## config.mk

```make
export PLATFORM = sky130hd
export DESIGN_NAME = systolic_sequencer
export DESIGN_NICKNAME = d
export VERILOG_FILES = /design/src/rtl/systolic_sequencer_pkg.sv /design/src/rtl/systolic_sequencer_phase_counter.sv /design/src/rtl/systolic_sequencer.sv
export SDC_FILE = /design/constraint.sdc
export NUM_CORES = 1
export LEC_CHECK = 0
export BUFFER_PORTS_ARGS = -buffer_cell sky130_fd_sc_hd__buf_2
export CAP_MARGIN = 20
export CORE_MARGIN = 4
export CORE_UTILIZATION = 35
export CTS_CLUSTER_SIZE = 20
export DETAILED_ROUTE_END_ITERATION = 12
export HOLD_SLACK_MARGIN = 0.05
export SLEW_MARGIN = 20
export SYNTH_ARGS = -nofsm -noshare
export SYNTH_HDL_FRONTEND = slang
export SYNTH_SLANG_ARGS = --single-unit
```

## constraint.sdc

```tcl
create_clock -name clk -period 10.1 [get_ports clk]
set_input_delay 0 -clock clk [delete_from_list [all_inputs] [get_ports clk]]
set_output_delay 0 -clock clk [all_outputs]
set_load 0.05 [all_outputs]
```

## src/rtl/systolic_sequencer_pkg.sv

```systemverilog
// Shared definitions for the systolic sequencer, controller, memory and array.
package systolic_pkg;

    localparam int PE_NUMBER_DEFAULT = 64;
    localparam int ADDR_SIZE_DEFAULT = 16;
    localparam int LEN_W_DEFAULT     = 16;
    localparam logic [15:0] ZERO_POINT_ADDR_DEFAULT = 16'h5555;

    typedef enum logic [2:0] {
        IDLE,
        CLEAR,
        LOAD_W,
        STREAM,
        FLUSH,
        WB,
        DONE
    } seq_state_t;

endpackage

```

## src/rtl/systolic_sequencer_phase_counter.sv

```systemverilog
// Loadable down-counter with terminal-count flag; one instance per sequencer phase.
module phase_counter #(
    parameter int W = 8
) (
    input  logic         clk,
    input  logic         reset,
    input  logic         load,
    input  logic [W-1:0] load_val,
    input  logic         en,
    output logic [W-1:0] count,
    output logic         tc
);

    always_ff @(posedge clk or negedge reset) begin
        if (!reset) begin
            count <= '0;
        end else if (load) begin
            count <= load_val;
        end else if (en && (count != '0)) begin
            count <= count - 1'b1;
        end
    end

    assign tc = (count == '0);

endmodule

```

## src/rtl/systolic_sequencer.sv

```systemverilog
// Sequences one matrix-vector job: clear, weight load, padded vector stream, writeback.
module systolic_sequencer
    import systolic_pkg::*;
#(
    parameter int PE_NUMBER = PE_NUMBER_DEFAULT,
    parameter int ADDR_SIZE = ADDR_SIZE_DEFAULT,
    parameter int LEN_W     = LEN_W_DEFAULT,
    parameter logic [ADDR_SIZE-1:0] ZERO_POINT_ADDR = ADDR_SIZE'(ZERO_POINT_ADDR_DEFAULT)
) (
    input  logic                         clk,
    input  logic                         reset,
    input  logic                         start,
    input  logic                         abort,
    input  logic [ADDR_SIZE-1:0]         mat_base,
    input  logic [ADDR_SIZE-1:0]         vec_base,
    input  logic [ADDR_SIZE-1:0]         out_base,
    input  logic [LEN_W-1:0]             vec_len,
    output logic                         busy,
    output logic                         done,
    output logic                         err_busy,
    output logic [ADDR_SIZE-1:0]         r_addr,
    output logic                         r_en,
    output logic                         arr_clr,
    output logic                         arr_load_w,
    output logic                         arr_shift,
    output logic [$clog2(PE_NUMBER)-1:0] l_d_o_addr,
    output logic [ADDR_SIZE-1:0]         w_addr,
    output logic                         w_en
);

    localparam int PW = $clog2(PE_NUMBER);
    // Wide enough for vec_len+PE_NUMBER-1 at the largest vec_len.
    localparam int CW = ((LEN_W > PW) ? LEN_W : PW) + 1;

    seq_state_t state, state_nxt;

    logic [ADDR_SIZE-1:0] mat_q, vec_q, out_q;
    logic [LEN_W-1:0]     len_q;
    logic                 load_w_q, shift_q;

    logic [CW-1:0] cnt_i, cnt_k, cnt_j;
    logic          tc_i, tc_k, tc_j;
    logic [CW-1:0] pe_last, k_last;
    logic [CW-1:0] idx_i, idx_k, idx_j;

    assign pe_last = CW'(PE_NUMBER - 1);
    assign k_last  = CW'(len_q) + CW'(PE_NUMBER) - CW'(2);

    // Counters run down; the phase index is the distance from the loaded value.
    assign idx_i = pe_last - cnt_i;
    assign idx_k = k_last - cnt_k;
    assign idx_j = pe_last - cnt_j;

    phase_counter #(.W(CW)) u_cnt_i (
        .clk(clk), .reset(reset),
        .load(state == CLEAR), .load_val(pe_last),
        .en(state == LOAD_W), .count(cnt_i), .tc(tc_i)
    );

    phase_counter #(.W(CW)) u_cnt_k (
        .clk(clk), .reset(reset),
        .load((state == LOAD_W) && tc_i), .load_val(k_last),
        .en(state == STREAM), .count(cnt_k), .tc(tc_k)
    );

    phase_counter #(.W(CW)) u_cnt_j (
        .clk(clk), .reset(reset),
        .load(state == FLUSH), .load_val(pe_last),
        .en(state == WB), .count(cnt_j), .tc(tc_j)
    );

    always_ff @(posedge clk or negedge reset) begin
        if (!reset) begin
            state    <= IDLE;
            mat_q    <= '0;
            vec_q    <= '0;
            out_q    <= '0;
            len_q    <= '0;
            load_w_q <= 1'b0;
            shift_q  <= 1'b0;
        end else begin
            state    <= state_nxt;
            load_w_q <= (state == LOAD_W) && !abort;
            shift_q  <= (state == STREAM) && !abort;
            if ((state == IDLE) && start) begin
                mat_q <= mat_base;
                vec_q <= vec_base;
                out_q <= out_base;
                len_q <= vec_len;
            end
        end
    end

    always_comb begin
        state_nxt  = state;
        busy       = (state != IDLE);
        done       = 1'b0;
        err_busy   = start && (state != IDLE);
        r_addr     = '0;
        r_en       = 1'b0;
        arr_clr    = 1'b0;
        l_d_o_addr = '0;
        w_addr     = '0;
        w_en       = 1'b0;
        case (state)
            IDLE: begin
                if (start) state_nxt = (vec_len == '0) ? DONE : CLEAR;
            end
            CLEAR: begin
                arr_clr   = 1'b1;
                state_nxt = LOAD_W;
            end
            LOAD_W: begin
                r_en   = 1'b1;
                r_addr = mat_q + ADDR_SIZE'(idx_i);
                if (tc_i) state_nxt = STREAM;
            end
            STREAM: begin
                r_en   = 1'b1;
                r_addr = (idx_k < CW'(len_q)) ? (vec_q + ADDR_SIZE'(idx_k)) : ZERO_POINT_ADDR;
                if (tc_k) state_nxt = FLUSH;
            end
            FLUSH: begin
                state_nxt = WB;
            end
            WB: begin
                l_d_o_addr = PW'(idx_j);
                w_addr     = out_q + ADDR_SIZE'(idx_j);
                w_en       = 1'b1;
                if (tc_j) state_nxt = DONE;
            end
            DONE: begin
                done      = 1'b1;
                state_nxt = IDLE;
            end
            default: state_nxt = IDLE;
        endcase
        if (abort && (state != IDLE)) state_nxt = IDLE;
    end

    assign arr_load_w = load_w_q;
    assign arr_shift  = shift_q;

endmodule

```

==> metrics.txt <==
vias per cell 5.11; Top FF cell, synth dfrtp_1; Root Buffer clkbuf_16; fin util 0.446; Slowest-stage cell, CP nor2_1; # diodes 0; synthesized flop and latch total 120; total CTS buffers 17; DRC 0; asr flop ratio synth 1.00; Port-buffer cells 113; pin count of the biggest net entering global routing 75; die width 170 µm; commonest cells after routing, fill and taps aside dfrtp_1 (120), buf_2 (112), ha_1 (97); dpl hpwl 18.7 mm; maxcap violations 0; final setup violation count 0; startpoint class of the critical path register; status complete, no violations; Worst Hold Class in -> async; clk slew on worst S/H paths 0.06 ns; # rows 58; gr ovfl total 0; I/O pin count 114; final hold slack 0.174 ns; worst path cell trace or4_1 > nor2_1 > nor2_1 > nor2_1 > ha_1 > or2_2 > o31ai_1 > nor3_1 > o32ai_1 > o21bai_1 > a21oi_1 > xnor2_1 > ha_1 > o21a_1 > o21ai_0 > a31oi_1 > nor2_1 > a32o_1 > buf_2; Synth Instances 1017; sequential cell area 0.00300 mm²; Fin. Hold Viols 0; First DRT Iteration DRCs 480; initial antenna violation count 1; Synth Warn # 0; multi-input logic area 0.00574 mm²; worst path arrival time 5.68 ns; total number of vias 7847; H-tree level count 4; Initial Util 0.359; drt pass-1 iters 4; Detail Route Antenna Nets 0; min cycle time layout 5.68 ns; GRT Total Usage 0.172; final period utilization 0.562; TNS Setup 0 ns; slowest cell delay on critical path 0.67 ns; worst slew pin tran 0.991 ns; RSZ-0062 raised after global routing no; first-pass GRT wire length 40.0 mm; Nets 1363; CTS tree done; Clk Latency, worst-skew pair 0.42 ns; Die Span Y 170 µm; commonest non-fill, non-tap cell in the layout dfrtp_1; Max Fanout on Critical Path 9; placed cell count 1437; total core area 0.0255 mm²; syn_nets 1186; die area 0.0288 mm²; Worst Skew 0.0106 ns; Slew Limit Fails 0; Post-Synthesis Mean Instance Area 8.99 µm²; Fmax 176 MHz; synthesized area 0.00914 mm²; Max clock buf depth 2; Yosys cell types 65; final non-filler cell total 1537; Area growth syn-to-layout 24.4%; filler cell count 2485; fraction of layout cells with a size suffix above 1 0.172; drt wl/cell 15.9 µm; crit-path most repeated cell nor2_1; Crit. End Element primary output; Critical Path RT 10.10 ns; Slew headroom 0.338; RePlAce Congestion 0.891; Crit Path Class reg -> out; vias in the first global route 7683; EDFF count, synth 0; Total Routed Length 24.5 mm; clock sinks 120; Seq/Total Area, Yosys 0.328
-- per-stage QoR --
| step | instance area (µm²) | worst slack (ns) |
|---|---|---|
| floorplan | 9140 | 5.30 |
| global placement | 10100 | 5.00 |
| detailed placement | 10100 | 4.95 |
| CTS | 11400 | 4.48 |
| global route | 11400 | 4.01 |
| finish | 11400 | 4.42 |
-- metal layers --
layer  GRT usage  share of wire
met3      0.0331          0.047
met5           0              0
met1       0.244           0.49
met4      0.0529          0.017
met2       0.268           0.44
-- cell usage after synthesis (all sizes together), types with 16 or more instances --
| cell type | n | area share |
|---|---|---|
| dfrtp | 120 | 0.33 |
| ha | 97 | 0.13 |
| nor2 | 89 | 0.037 |
| inv | 84 | 0.034 |
| xnor2 | 81 | 0.078 |
| nand2 | 63 | 0.026 |
| o21ai | 63 | 0.034 |
| a21oi | 50 | 0.027 |
| mux2 | 46 | 0.057 |
| nor3 | 42 | 0.024 |
| nand3 | 26 | 0.015 |
| clkbuf | 23 | 0.0094 |
| xor2 | 23 | 0.022 |
| nor2b | 17 | 0.012 |
| o21a | 16 | 0.013 |
-- area by class of cell --
| cell class | instances | area share |
|---|---|---|
| clock buffers | 21 | 0.0414 |
| clock inverters | 11 | 0.0107 |
| inverters | 84 | 0.0277 |
| multi-input cells | 785 | 0.505 |
| flip-flops and latches | 120 | 0.264 |
| well taps | 330 | 0.0363 |
| repair buffers | 186 | 0.115 |
-- path summary, 6_finish.rpt --
kind / start / to / slack, ns / cells past startpoint
min in group clk: out_base[7] / out_q[7]$_DFFE_PN0P_ / 0.34 / 3
setup / recovery: len_q[1]$_DFFE_PN0P_ / r_addr[13] / 4.42 / 19
setup reg to reg: u_cnt_i.count[3]$_DFFE_PN0P_ / state[0]$_DFFE_PN0P_ / 6.58 / 9
hold reg to reg: u_cnt_k.count[16]$_DFFE_PN0P_ / u_cnt_k.count[16]$_DFFE_PN0P_ / 0.52 / 2
max in group asynchronous: reset / u_cnt_i.count[6]$_DFFE_PN0P_ / 8.81 / 3
hold / removal: reset / out_q[13]$_DFFE_PN0P_ / 0.17 / 2
-- kinds of logic after synthesis --
kind of cell,share of synthesized area
flops,0.328
buf+inv,0.0460
simple gates,0.180
compound gates,0.146
xor+xnor,0.102
fa+ha+maj,0.141
mux,0.0567
-- registers in the layout, indices dropped and copies added, names as in the netlist --
name,flops
len_q,16
u_cnt_j.count,17
vec_q,16
u_cnt_i.count,17
mat_q,16
u_cnt_k.count,17
arr_shift,1
arr_load_w,1
out_q,16
state,3
-- critical path: cells and delay by family, from the launching register on --
| family | cells | cell delay [ns] |
|---|---|---|
| flops | 1 | 0.43 |
| simple gates | 7 | 2.14 |
| buf+inv | 1 | 0.30 |
| fa+ha+maj | 2 | 0.54 |
| xor+xnor | 1 | 0.18 |
| compound gates | 8 | 1.68 |
-- timing repair --
action,CTS,global route
hold endpoints to repair,142,0
setup buffers,0,0
hold buffers,68,0
gates resized for setup,0,0
Power is not shown: default switching activity piles up to over one toggle a cycle in this logic, so the estimate is an artifact.
